**src/rtl/rst_seq_ctrl.sv**
```systemverilog
// Reset release sequencer: holds N_STAGE resets until PLL lock is filtered stable, then frees them in order.
// Outputs are registered (one edge from the decision); lock loss or sw reset re-asserts every stage on the next edge.
module rst_seq_ctrl #(
  parameter int N_STAGE   = 4,
  parameter int STAGE_DLY = 1000,
  parameter int LOCK_FILT = 64,
  parameter int SWRST_LEN = 16
) (
  input  logic               i_in_clk,
  input  logic               i_rst_async,
  input  logic               i_pll_locked,
  input  logic               i_sw_rst,
  output logic [N_STAGE-1:0] o_rst_stage,
  output logic               o_seq_done,
  output logic [1:0]         o_state,
  output logic [7:0]         o_relock_cnt
);

  localparam int DW = $clog2(STAGE_DLY + 1);
  localparam int FW = $clog2(LOCK_FILT + 1);
  localparam int CW = $clog2(SWRST_LEN + 1);
  localparam int KW = (N_STAGE > 1) ? $clog2(N_STAGE) : 1;

  localparam logic [DW-1:0] DLY_LAST  = DW'(STAGE_DLY - 1);
  localparam logic [FW-1:0] FILT_LAST = FW'(LOCK_FILT - 1);
  localparam logic [CW-1:0] HOLD_LAST = CW'(SWRST_LEN - 1);
  localparam logic [KW-1:0] K_LAST    = KW'(N_STAGE - 1);

  typedef enum logic [1:0] {
    ST_WAIT_LOCK = 2'd0,
    ST_RELEASE   = 2'd1,
    ST_RUN       = 2'd2,
    ST_SWRST     = 2'd3
  } state_t;

  logic               lock_meta_q;
  logic               lock_s_q;
  state_t             state_q;
  logic [N_STAGE-1:0] rst_stage_q;
  logic               seq_done_q;
  logic [7:0]         relock_cnt_q;
  logic [FW-1:0]      filt_q;
  logic [DW-1:0]      dly_q;
  logic [KW-1:0]      idx_q;
  logic [CW-1:0]      hold_q;

  // PLL lock is asynchronous to this domain; only lock_s_q is ever used below.
  always_ff @(posedge i_in_clk or posedge i_rst_async) begin
    if (i_rst_async) begin
      lock_meta_q <= 1'b0;
      lock_s_q    <= 1'b0;
    end else begin
      lock_meta_q <= i_pll_locked;
      lock_s_q    <= lock_meta_q;
    end
  end

  always_ff @(posedge i_in_clk or posedge i_rst_async) begin
    if (i_rst_async) begin
      state_q      <= ST_WAIT_LOCK;
      rst_stage_q  <= '1;
      seq_done_q   <= 1'b0;
      relock_cnt_q <= 8'd0;
      filt_q       <= '0;
      dly_q        <= '0;
      idx_q        <= '0;
      hold_q       <= '0;
    end else if (i_sw_rst) begin
      // Software request wins over lock loss, so the relock count is left alone here.
      state_q     <= ST_SWRST;
      rst_stage_q <= '1;
      seq_done_q  <= 1'b0;
      hold_q      <= '0;
      filt_q      <= '0;
      dly_q       <= '0;
      idx_q       <= '0;
    end else begin
      case (state_q)
        ST_WAIT_LOCK: begin
          if (!lock_s_q) begin
            filt_q <= '0;
          end else if (filt_q == FILT_LAST) begin
            state_q <= ST_RELEASE;
            filt_q  <= '0;
            dly_q   <= '0;
            idx_q   <= '0;
          end else begin
            filt_q <= filt_q + 1'b1;
          end
        end

        ST_RELEASE, ST_RUN: begin
          if (!lock_s_q) begin
            state_q     <= ST_WAIT_LOCK;
            rst_stage_q <= '1;
            seq_done_q  <= 1'b0;
            filt_q      <= '0;
            dly_q       <= '0;
            idx_q       <= '0;
            if (relock_cnt_q != 8'hFF) begin
              relock_cnt_q <= relock_cnt_q + 1'b1;
            end
          end else if (state_q == ST_RELEASE) begin
            if (dly_q == DLY_LAST) begin
              dly_q              <= '0;
              rst_stage_q[idx_q] <= 1'b0;
              idx_q              <= idx_q + 1'b1;
              if (idx_q == K_LAST) begin
                state_q    <= ST_RUN;
                seq_done_q <= 1'b1;
              end
            end else begin
              dly_q <= dly_q + 1'b1;
            end
          end
        end

        ST_SWRST: begin
          if (hold_q == HOLD_LAST) begin
            state_q <= ST_WAIT_LOCK;
            filt_q  <= '0;
          end else begin
            hold_q <= hold_q + 1'b1;
          end
        end
      endcase
    end
  end

  assign o_rst_stage  = rst_stage_q;
  assign o_seq_done   = seq_done_q;
  assign o_state      = state_q;
  assign o_relock_cnt = relock_cnt_q;

endmodule
```
**config.mk**
```make
export PLATFORM = sky130hd
export DESIGN_NAME = rst_seq_ctrl
export DESIGN_NICKNAME = d
export VERILOG_FILES = /design/src/rtl/rst_seq_ctrl.sv
export SDC_FILE = /design/constraint.sdc
export NUM_CORES = 1
export LEC_CHECK = 0
export ABC_AREA = 1
export CAP_MARGIN = 20
export CORE_MARGIN = 2
export CORE_UTILIZATION = 58
export DETAILED_ROUTE_END_ITERATION = 6
export MAX_ROUTING_LAYER = met4
export PLACE_DENSITY = 0.79
export SLEW_MARGIN = 20
export SYNTH_ARGS = -nofsm -noshare
export SYNTH_HDL_FRONTEND = slang
export SYNTH_SLANG_ARGS = --single-unit
```
**constraint.sdc**
```tcl
create_clock -name i_in_clk -period 1.85 [get_ports i_in_clk]
set_clock_uncertainty 0.05 [all_clocks]
set_input_delay 0.37 -clock i_in_clk [delete_from_list [all_inputs] [get_ports i_in_clk]]
set_output_delay 0.37 -clock i_in_clk [all_outputs]
set_load 0.02 [all_outputs]
```
* Word-level counts from Yosys, hierarchy flattened
Cells that the tools add are included.
** Cells by class
- Order comparisons :: 2
- $add $sub $neg :: 5
- Eq/ne operators :: 19
- Bitwise logic cells :: 4
- Muxes and demuxes :: 45
- Reduce and logical (&&, ||, !) cells :: 14
** Operator list (count)
- two-way mux 10 bit :: 6
- two-way mux 7 bit :: 5
- two-way mux 2 bit :: 14
- one-hot mux 7 bit (3 select lines) :: 1
- two-way mux 4 bit :: 5
- one-hot mux 10 bit (2 select lines) :: 1
- two-way mux 5 bit :: 3
- inequality test 3 bit (second input constant) :: 4
- inequality test 4 bit (second input constant) :: 3
- AND reduction 4 bit :: 3
- adder 10 x 1 -> 10 bit (second input constant) :: 1
- equality test 10 bit (second input constant) :: 1
- inequality test 3 x 2 -> 1 bit (second input constant) :: 3
- adder 8 x 1 -> 8 bit (second input constant) :: 1
- inequality test 8 bit (second input constant) :: 1
- adder 7 x 1 -> 7 bit (second input constant) :: 1
- equality test 7 x 6 -> 1 bit (second input constant) :: 1
- two-way mux 1 bit :: 7
- equality test 2 bit (second input constant) :: 3
- one-hot mux 2 bit (3 select lines) :: 1
- AND reduction 6 bit :: 1
- adder 5 x 1 -> 5 bit (second input constant) :: 1
- equality test 5 x 4 -> 1 bit (second input constant) :: 1
- AND reduction 5 bit :: 1
- 17 further kinds :: 20
** Storage, ports and cells
- Register bits :: 41
- Output and inout port bits :: 15
- Word-level logic and storage cells :: 99

* Logic depth before layout (Yosys ltp)
Gate-level depths: netlist of run 1.
- Word-level depth :: 11
- Mapped depth :: 13

* Worst setup path after synthesis of run 1
No wires, ideal clock.
- Kind :: register to register
- From :: register state_q[0], in the netlist o_state[0]
- To :: register idx_q[1]
- Period minus slack after synthesis :: 1.739 ns
- Data required time :: 1.683 ns
- Slack :: 0.111 ns
- Stages on the path, launching flop included :: 10
- Data arrival time :: 1.572 ns
- Path buffers :: 1
- Setup time :: 0.117 ns
- Cell sequence :: dfrtp_1 inv_1 ha_1 nor2_1 nor2_4 nand2_4 inv_4 buf_6 nand3b_1 nand2_1
** Between the ends
- Cells in the longest elaborated chain, start to end :: 4
** Ends and longest elaborated chain
- from (decl) :: line 38 : state_t state_q;
- from (signal assigned) :: line 60 : state_q <= ST_WAIT_LOCK;
- from (signal assigned) :: line 70 : state_q <= ST_SWRST;
- from (signal assigned) :: line 83 : state_q <= ST_RELEASE;
- equality test 2 x 1 -> 1 bit / equality test 2 bit (equally long branches) :: line 78, 103
- OR reduction 2 bit :: line 78 : case (state_q)
- inequality test 4 bit (no line), or another cell as far along
- AND reduction 5 bit (no line) / two-way mux 2 bit (equally long branches)
- to (signal assigned) :: line 107 : idx_q <= idx_q + 1'b1;
- to (decl) :: line 44 : logic [KW-1:0] idx_q;
Parallel ways exist; a longest one is shown, timed or not.
A chain may end at the register's enable or synchronous reset.

* Worst setup path in the final report of run 1
- From :: register relock_cnt_q[6], in the netlist o_relock_cnt[6]
- To :: output port o_relock_cnt[6]
** RTL lines
- from (decl) :: line 41 : logic [7:0] relock_cnt_q;
- from (signal assigned) :: line 101 : relock_cnt_q <= relock_cnt_q + 1'b1;
- to (decl) :: line 16 : output logic [7:0] o_relock_cnt
No word-level cell between the ends.

==> results of run 1 <==
per-stage QoR:
step	hold WS, ps	area [um2]	TNS [ps]	setup slack, ps	util [%]
2_1_floorplan	281	2500	0	111	-
3_3_place_gp	305	2820	-34.5	-20.8	69.1
3_5_place_dp	297	2820	-436	-111	69.1
4_1_cts	315	2910	0	36.9	71.2
5_1_grt	322	2990	0	0.819	73.2
6_report	313	2990	0	46.6	73.2
final timing paths:
kind	from	end	slack [ps]	cells after the start
min in group asynchronous	i_rst_async	filt_q[4]$_DFFE_PP0P_	370	3
max in group asynchronous	i_rst_async	o_rst_stage[0]$_DFFE_PP1P_	1120	3
worst min register to register	lock_meta_q$_DFF_PP0_	lock_s_q$_DFF_PP0_	310	0
worst max register to register	hold_q[0]$_DFFE_PP0P_	o_state[0]$_DFFE_PP0P_	130	11
worst min-delay path	lock_meta_q$_DFF_PP0_	lock_s_q$_DFF_PP0_	310	0
worst max-delay path	o_relock_cnt[6]$_DFFE_PP0P_	o_relock_cnt[6]	50	1
cells in the mapped netlist:
master    count  share of area (%)
nand2_1     102                 15
inv_1        45                6.7
nand3_1      40                8.0
dfrtp_1      37                 37
nor2_1       25                3.7
ha_1         14                7.0
o21ai_0      13                2.6
nand2_2       7                1.7
nand4_1       5                1.2
nor3_1        5                1.0
xnor2_1       5                1.7
dfstp_2       4                4.2
buf_6         3                1.3
inv_2         3               0.45
nor2_2        3               0.75
xor2_1        3                1.0
a21oi_1       2               0.40
inv_4         2               0.50
nand2_4       2               0.90
nand3b_1      2               0.60
nor2_4        2               0.90
a21boi_0      1               0.30
a22oi_1       1               0.30
and3_1        1               0.25
nand3_2       1               0.40
nand3_4       1               0.70
o211ai_1      1               0.30
o21bai_1      1               0.30
or2_2         1               0.25
repair_timing:
action                     CTS  global route
gates cloned                 0             0
resized for setup            4            12
pin swaps                    0             7
hold buffers                 0             0
setup endpoints to repair    4            12
setup buffers                0             6
flip-flops by register name, indices dropped and copies added, names as in the netlist:
register and flops:
hold_q 5, o_state 2, lock_meta_q 1, dly_q 10, o_seq_done 1, filt_q 7, idx_q 2, o_relock_cnt 8
lock_s_q 1, o_rst_stage 4
power by group:
group	switching [mW]	internal [mW]
registers	0.130	1.04
logic	1.00	0.665
clock network	0.308	0.303
metal layers:
| metal | wire [um] | track usage (%) |
|---|---|---|
| met5 | 0 | - |
| met4 | 80 | 6.84 |
| met3 | 119 | 4.36 |
| met2 | 2550 | 39.6 |
| met1 | 2330 | 27.4 |
cells by family (layout without fill, tap and decap cells):
| family | after synthesis | after routing |
|---|---|---|
| AO/OA/AOI/OAI | 19 | 19 |
| AND/OR/NAND/NOR | 197 | 197 |
| XOR/XNOR | 8 | 8 |
| adder cells (fa/ha/maj) | 14 | 14 |
| flip-flops | 41 | 41 |
| buffers and inverters | 53 | 95 |
cell type report:
type                    count  area [um2]
inverters                  50         195
clock buffers               7        86.3
clock inverters             1        7.51
flip-flops and latches     41        1030
multi-input cells         238        1280
repair buffers             37         333
well taps                  50        62.6
fillers                   338        1090
==> results.py, run 1 <==
metrics = {
    "run": {
        "maxCapViolCount": 0,
    },
    "grt": {
        "grt_pass1_wl_mm": 8.82,
        "grt_pass1_vias": 2074,
        "track_usage_pct": 23.0,
        "gr-total-overflow": 0,
        "antenna_found_initial": 0,
        "grt_max_degree": 42,
    },
    "critical_path": {
        "crit_chain": "clkdlybuf4s50_1",
        "cp-end-kind": "primary output",
        "crit_type": "flop to primary output",
        "cp_top_family": "buffers and inverters",
        "critical_path_buf_inv_count": 1,
        "cpPeakStageDelay_ps": 640,
        "critPathLaunchType": "flop",
        "critPathSlowestCell": "clkdlybuf4s50_1",
        "required_ps": 1430,
        "crit_fanout": 5,
        "arrival_ps": 1380,
    },
    "status": {
        "status": "finished clean",
    },
    "cells_and_area": {
        "antennaDiodeCount": 0,
        "syn_to_final_growth_pct": 19.5,
        "final_common_cell": "nand2_1",
        "layout.nets": 391,
        "layout_common_cells": "100 x nand2_1, 44 x inv_1, 39 x nand3_1, 37 x dfrtp_1, 23 x nor2_1",
        "layout-drive-gt1-share_pct": 16.3,
        "instances_no_fill": 424,
    },
    "route": {
        "vias": 2172,
        "wl_per_cell_um": 12.0,
        "drc": 0,
        "firstDrtPassIters": 4,
        "wl_mm": 5.08,
        "drtIter0Drc": 99,
        "vias_per_cell": 5.12,
        "antenna_left": 0,
    },
    "sta": {
        "slew_headroom_pct": 75.2,
        "period_share_pct": 97.5,
        "fin_crit_ps": 1800,
        "hold_viol": 0,
        "finalMaxSlewViolations": 0,
        "fmax_mhz": 555,
        "setup_violations": 0,
        "worstMarginPinSlew_ps": 370,
        "rsz0062_at_grt": "false",
    },
    "cts": {
        "cts.sinks": 41,
        "clk_path_buf_depth": 2,
        "cts_tree": "yes",
        "cts-buffers-inserted": 5,
        "cts_root_buf": "clkbuf_8",
        "path_clk_slew_ps": 80,
        "clk_latency_ps": 300,
        "cts.htree.levels": 2,
    },
    "floorplanning": {
        "core-area_mm2": 0.00409,
        "die_y_um": 69.7,
        "io_pins": 19,
        "num_rows": 23,
        "start_util_pct": 61.3,
        "dieArea_mm2": 0.00486,
        "fp.dieW_um": 69.7,
    },
    "place": {
        "placed_cells": 410,
        "io_buffers": 18,
        "dp_hpwl_mm": 3.65,
        "gp_congestion": 0.909,
    },
    "yosys": {
        "synth.distinct_cells": 29,
        "synth_xor_area_share_pct": 2.80,
        "syn_area_mm2": 0.00250,
        "ys_seq_area_share_pct": 41.2,
        "synthAdderAreaFrac_pct": 7.00,
        "synthSimpleGateAreaFrac_pct": 35.8,
        "syn-num-nets": 350,
        "ys_ff_latch": 41,
        "synth_top_family_by_area": "simple AND/OR/NAND/NOR gates",
        "syn_inst": 332,
        "syn_area_per_cell_um2": 7.54,
        "muxShareOfSynthArea_pct": 0,
        "synth-compound-area-share_pct": 4.20,
        "ys_warn_count": 0,
    },
    "power_and_ir_drop": {
        "cellPowerDensity_mw_per_mm2": 1150,
        "leakage_nw": 1.53,
        "irDropWorstVdd_v": 0.000693,
        "finalPower_mw": 3.45,
    },
    "worst_hold_path": {
        "hp-class": "flop to flop",
    },
}
Note: power is estimated with default switching activity, not from simulation.
==> inputs of run 2 (changes only) <==
Settings changed: CORE_UTILIZATION 58 to 50, PLACE_DENSITY 0.79 to 0.7.
==> run 2 against run 1 <==
Total power down 2.4%. Non-clock buffer count down 3. Critical endpoint is now o_relock_cnt[5]. Global-route usage down 3.0 points. Worst setup slack better by 6.6 ps. Register-to-register slack about the same. Final area down 1.0%. Cell count up 3.1%. Highest routed layer unchanged. Sequential cell count unchanged. Routed wire length down 2.4%. Critical path depth unchanged. First-iteration DRC count down 18%.
==> results.py, run 2 (synthesis results as in run 1) <==
metrics = {
    "status": {
        "status": "finished clean",
    },
    "critical_path": {
        "crit_type": "flop to primary output",
        "cpPeakStageDelay_ps": 640,
        "cp_top_family": "buffers and inverters",
        "cp-end-kind": "primary output",
        "crit_chain": "clkdlybuf4s50_1",
        "critPathSlowestCell": "clkdlybuf4s50_1",
        "critPathLaunchType": "flop",
        "required_ps": 1430,
        "crit_fanout": 5,
        "cp.depth": 1,
        "worst-r2r-cell-count": 13,
        "r2r_start": "hold_q[0]$_DFFE_PP0P_",
        "critical_path_buf_inv_count": 1,
        "regToRegSetupSlack_ps": 130,
        "arrival_ps": 1380,
        "cp-endpoint": "o_relock_cnt[5]",
        "startpoint": "o_relock_cnt[5]$_DFFE_PP0P_",
        "r2r_end": "filt_q[5]$_DFFE_PP0P_",
    },
    "power_and_ir_drop": {
        "leakage_nw": 1.51,
        "cellPowerDensity_mw_per_mm2": 1140,
        "irDropWorstVdd_v": 0.000599,
    },
    "sta": {
        "slew_headroom_pct": 74.1,
        "worstMarginPinSlew_ps": 388,
        "period_share_pct": 97.1,
        "finalMaxSlewViolations": 0,
        "hold_viol": 0,
        "fmax_mhz": 557,
        "rsz0062_at_grt": "false",
        "whs_ps": 302,
        "fin_crit_ps": 1800,
        "setup_violations": 0,
    },
    "route": {
        "wl_per_cell_um": 11.4,
        "vias_per_cell": 4.90,
        "vias": 2143,
        "antenna_left": 0,
        "drc": 0,
        "wl_mm": 4.96,
        "firstDrtPassIters": 4,
        "drtIter0Drc": 81,
    },
    "cts": {
        "cts.sinks": 41,
        "clk_latency_ps": 290,
        "cts_tree": "yes",
        "cts_setup_buffers": 0,
        "cts-buffers-inserted": 5,
        "cts_root_buf": "clkbuf_8",
        "path_clk_slew_ps": 80,
        "cts.htree.levels": 2,
        "clk_path_buf_depth": 2,
    },
    "place": {
        "placed_cells": 430,
        "gp_congestion": 0.899,
        "dp_hpwl_mm": 3.73,
        "placed_area_mm2": 0.00287,
        "io_buffers": 18,
    },
    "cells_and_area": {
        "regMostFlops": "dly_q",
        "fin_area_mm2": 0.00296,
        "final_common_cell": "nand2_1",
        "multi_input_area_mm2": 0.00125,
        "layout-drive-gt1-share_pct": 13.8,
        "syn_to_final_growth_pct": 18.3,
        "fillCellCount": 425,
        "seq_area_mm2": 0.00103,
        "antennaDiodeCount": 0,
        "largest_reg_flops": 10,
        "instances_no_fill": 437,
        "layout.nets": 388,
        "layout_common_cells": "102 x nand2_1, 45 x inv_1, 40 x nand3_1, 37 x dfrtp_1, 24 x nor2_1",
    },
    "floorplanning": {
        "io_pins": 19,
        "dieArea_mm2": 0.00559,
        "start_util_pct": 52.3,
        "num_rows": 25,
        "fp.dieW_um": 74.8,
        "core-area_mm2": 0.00479,
        "die_y_um": 74.8,
    },
    "grt": {
        "grt_max_degree": 42,
        "grt_pass1_vias": 1926,
        "antenna_found_initial": 0,
        "grt_pass1_wl_mm": 8.29,
        "track_usage_pct": 19.9,
        "gr-total-overflow": 0,
    },
    "worst_hold_path": {
        "hp-start": "lock_meta_q$_DFF_PP0_",
        "whs_path_depth": 0,
        "hp-class": "flop to flop",
    },
    "run": {
        "maxCapViolCount": 0,
    },
}
run 2: cell count changes in the layout (fill, tap and decap cells not counted), moves of 2 or more:
| cell | delta |
|---|---|
| nand2_1 | +2 |
| ha_2 | -2 |
| buf_4 | -3 |
| ha_1 | +2 |
run 2: layout make-up:
cell class,instances,share of cell area [%]
Clock inverter,1,0.253
Timing Repair Buffer,34,10.5
Sequential cell,41,34.8
Clock buffer,6,2.79
Multi-Input combinational cell,238,42.3
Tap cell,67,2.83
Inverter,50,6.51
run 2: metal layers:
layer	up-vias	part of all wire, %	GRT usage [%]
met1	981	47	26.6
met4	0	1.6	6.55
li1	1116	-	-
met5	-	0	-
met3	8	4.6	4.02
met2	38	47	30.5
run 2: worst min path at each step:
stage	end	slack, ps
floorplan	lock_s_q$_DFF_PP0_	280
global placement	lock_s_q$_DFF_PP0_	280
detailed placement	lock_s_q$_DFF_PP0_	280
CTS	lock_s_q$_DFF_PP0_	300
global route	lock_s_q$_DFF_PP0_	320
finish	lock_s_q$_DFF_PP0_	300
run 2: repair_timing:
action,4_1_cts,5_1_grt
hold buffers,0,0
resized for setup,4,3
setup endpoints to repair,4,6
cloned,0,0
run 2: through the flow:
| stage | TNS (ps) | util (%) | worst slack, ps | total power, mW |
|---|---|---|---|---|
| after CTS | 0 | 61.7 | 38.4 | 3.40 |
| after global placement | -680 | 59.9 | -89.3 | 2.75 |
| after floorplan | 0 | - | 111 | 2.24 |
| after detailed placement | -1000 | 59.9 | -140 | 2.78 |
| final | 0 | 61.9 | 53.2 | 3.36 |
| after global routing | 0 | 61.9 | 2.59 | 3.64 |
run 2: power breakdown:
| part | internal [mW] | total (mW) | switching (mW) |
|---|---|---|---|
| Clock | 0.295 | 0.603 | 0.308 |
| Combinational | 0.616 | 1.60 | 0.981 |
| Sequential | 1.04 | 1.16 | 0.126 |
| Total | 1.95 | 3.36 | 1.42 |
==> inputs of run 3 (changes only) <==
Settings changed: SETUP_SLACK_MARGIN set to 0.3.
==> run 3 against run 2 <==
Clock power up 3.5%. Sequential power grew 3%. Maximum frequency grew 10%. Routed wire length up 21%. Critical path depth grew 8. Core utilization grew 13 points. Combinational power increased by 50%. Sequential share of layout area down 6.0 points. Worst setup slack gained 170 ps. Cell count up 5.0%. Global-route usage up 2.5 points. Worst hold slack gained 36 ps. Critical path type is now flop to flop.
==> results.py, run 3 (synthesis results as in run 1) <==
metrics = {
    "cts": {
        "cts_hold_buf": 0,
        "cts.htree.levels": 2,
        "clk_latency_ps": 300,
        "cts-buffers-inserted": 5,
        "clk_path_buf_depth": 2,
        "cts_tree": "yes",
        "cts.sinks": 41,
        "path_clk_slew_ps": 80,
        "cts_root_buf": "clkbuf_8",
    },
    "sta": {
        "fin_ws_ps": 222,
        "fmax_mhz": 614,
        "fin_crit_ps": 1630,
        "fin_setup_tns_ps": 0,
        "worstMarginPinSlew_ps": 433,
        "slew_headroom_pct": 71.1,
        "hold_viol": 0,
        "whs_ps": 338,
        "setup_violations": 0,
        "rsz0062_at_grt": "true",
        "finalMaxSlewViolations": 0,
        "period_share_pct": 88.0,
    },
    "route": {
        "vias": 2326,
        "firstDrtPassIters": 4,
        "drc": 0,
        "antenna_left": 0,
        "wl_per_cell_um": 13.1,
        "vias_per_cell": 5.07,
        "drtIter0Drc": 94,
        "wl_mm": 6.01,
    },
    "grt": {
        "antenna_found_initial": 0,
        "track_usage_pct": 22.5,
        "gr-total-overflow": 0,
        "grt_use_met3_pct": 4.02,
        "grt.busiest_layer": "met2",
        "grt_pass1_wl_mm": 9.28,
        "grt_use_met2_pct": 38.2,
        "grt_max_degree": 42,
        "use_met1_pct": 27.9,
        "grt_pass1_vias": 2113,
    },
    "place": {
        "dp_hpwl_mm": 3.77,
        "placed_cells": 432,
        "placed_area_mm2": 0.00295,
        "gp_congestion": 0.901,
        "io_buffers": 18,
        "dpl_worst_slack_ps": -104,
    },
    "critical_path": {
        "regToRegSetupSlack_ps": 220,
        "crit_type": "flop to flop",
        "cp-end-kind": "flop",
        "startpoint": "o_state[1]$_DFFE_PP0P_",
        "critPathSlowestCell": "dfrtp_2",
        "crit_fanout": 3,
        "worst-r2r-cell-count": 9,
        "required_ps": 1980,
        "critPathLaunchType": "flop",
        "arrival_ps": 1760,
        "crit_chain": "inv_4, ha_4, nand2_4, nor2_4, inv_4, nor2_1, nor2_4, nand4_1, nand2_1",
        "cpPeakStageDelay_ps": 400,
        "r2r_start": "o_state[1]$_DFFE_PP0P_",
        "r2r_end": "o_state[0]$_DFFE_PP0P_",
    },
    "floorplanning": {
        "core-area_mm2": 0.00479,
        "io_pins": 19,
        "start_util_pct": 52.3,
        "die_y_um": 74.8,
        "fp.dieW_um": 74.8,
        "num_rows": 25,
        "dieArea_mm2": 0.00559,
    },
    "power_and_ir_drop": {
        "p_int_mw": 2.35,
        "power_frac_seq_pct": 28.5,
        "comb_power_share_pct": 56.7,
        "pwr-share-clk_pct": 14.8,
        "netSwitchingFraction_pct": 44.4,
        "irDropWorstVdd_v": 0.00102,
        "cellPowerDensity_mw_per_mm2": 1170,
        "leakage_nw": 1.75,
        "finalPower_mw": 4.22,
        "p_sw_mw": 1.87,
    },
    "cells_and_area": {
        "antennaDiodeCount": 0,
        "fin_area_mm2": 0.00360,
        "fillCellCount": 350,
        "instances_no_fill": 459,
        "layout.nets": 409,
        "syn_to_final_growth_pct": 44.0,
        "fin_util_pct": 75.3,
        "final_common_cell": "nand2_1",
        "layout_common_cells": "83 x nand2_1, 39 x inv_1, 32 x dfrtp_1, 22 x nand3_1, 22 x buf_4",
        "layout-drive-gt1-share_pct": 37.8,
        "largest_reg_flops": 10,
        "regMostFlops": "dly_q",
    },
    "status": {
        "status": "finished clean",
    },
    "run": {
        "maxCapViolCount": 0,
    },
    "worst_hold_path": {
        "hp-class": "flop to flop",
        "whs_path_depth": 0,
        "min_to": "lock_s_q$_DFF_PP0_",
        "hp-start": "lock_meta_q$_DFF_PP0_",
    },
}
-- run 3: critical path, delay by kind of cell (launching register included) --
family	cells	cell delay (ps)
adder cells (fa/ha/maj)	1	300
buffers and inverters	2	140
flip-flops	1	400
AND/OR/NAND/NOR	6	630
-- run 3: power by group through the flow --
stage	sequential [mW]	combinational [mW]	clock [mW]
finish	1.20	2.40	0.624
detailed placement	1.23	1.67	0
global route	1.22	2.61	0.690
floorplan	1.30	1.05	0
CTS	1.19	1.98	0.646
global placement	1.22	1.65	0
-- run 3: final cells by class --
type | count | area, um2 | share of cell area [%]
Clock buffer | 6 | 82.6 | 2.29
Clock inverter | 2 | 13.8 | 0.382
Inverter | 50 | 223 | 6.18
Multi-Input combinational cell | 238 | 1640 | 45.6
Sequential cell | 41 | 1040 | 28.8
Tap cell | 67 | 83.8 | 2.33
Timing Repair Buffer | 54 | 515 | 14.3
Timing Repair inverter | 1 | 6.26 | 0.174
-- run 3: what timing repair did --
action                     CTS  global route
pin swaps                   13            47
setup endpoints to repair   53            46
gates cloned                 1             0
buffers inserted             9             9
gates resized for setup     57            90
-- run 3: how the worst max path moves through the flow --
stage	cells after the start	endpoint	slack (ps)
floorplan	12	filt_q[5]$_DFFE_PP0P_	240
global placement	11	idx_q[0]$_DFFE_PP0P_	-50
detailed placement	11	idx_q[1]$_DFFE_PP0P_	-100
CTS	13	filt_q[5]$_DFFE_PP0P_	180
global route	11	o_state[0]$_DFFE_PP0P_	110
finish	9	o_state[0]$_DFFE_PP0P_	220
-- run 3: layer usage --
| metal | up-vias | part of all wire [%] |
|---|---|---|
| li1 | 1161 | - |
| met1 | 1122 | 42 |
| met2 | 36 | 54 |
| met3 | 7 | 3.1 |
| met4 | 0 | 0.82 |
| met5 | - | 0 |
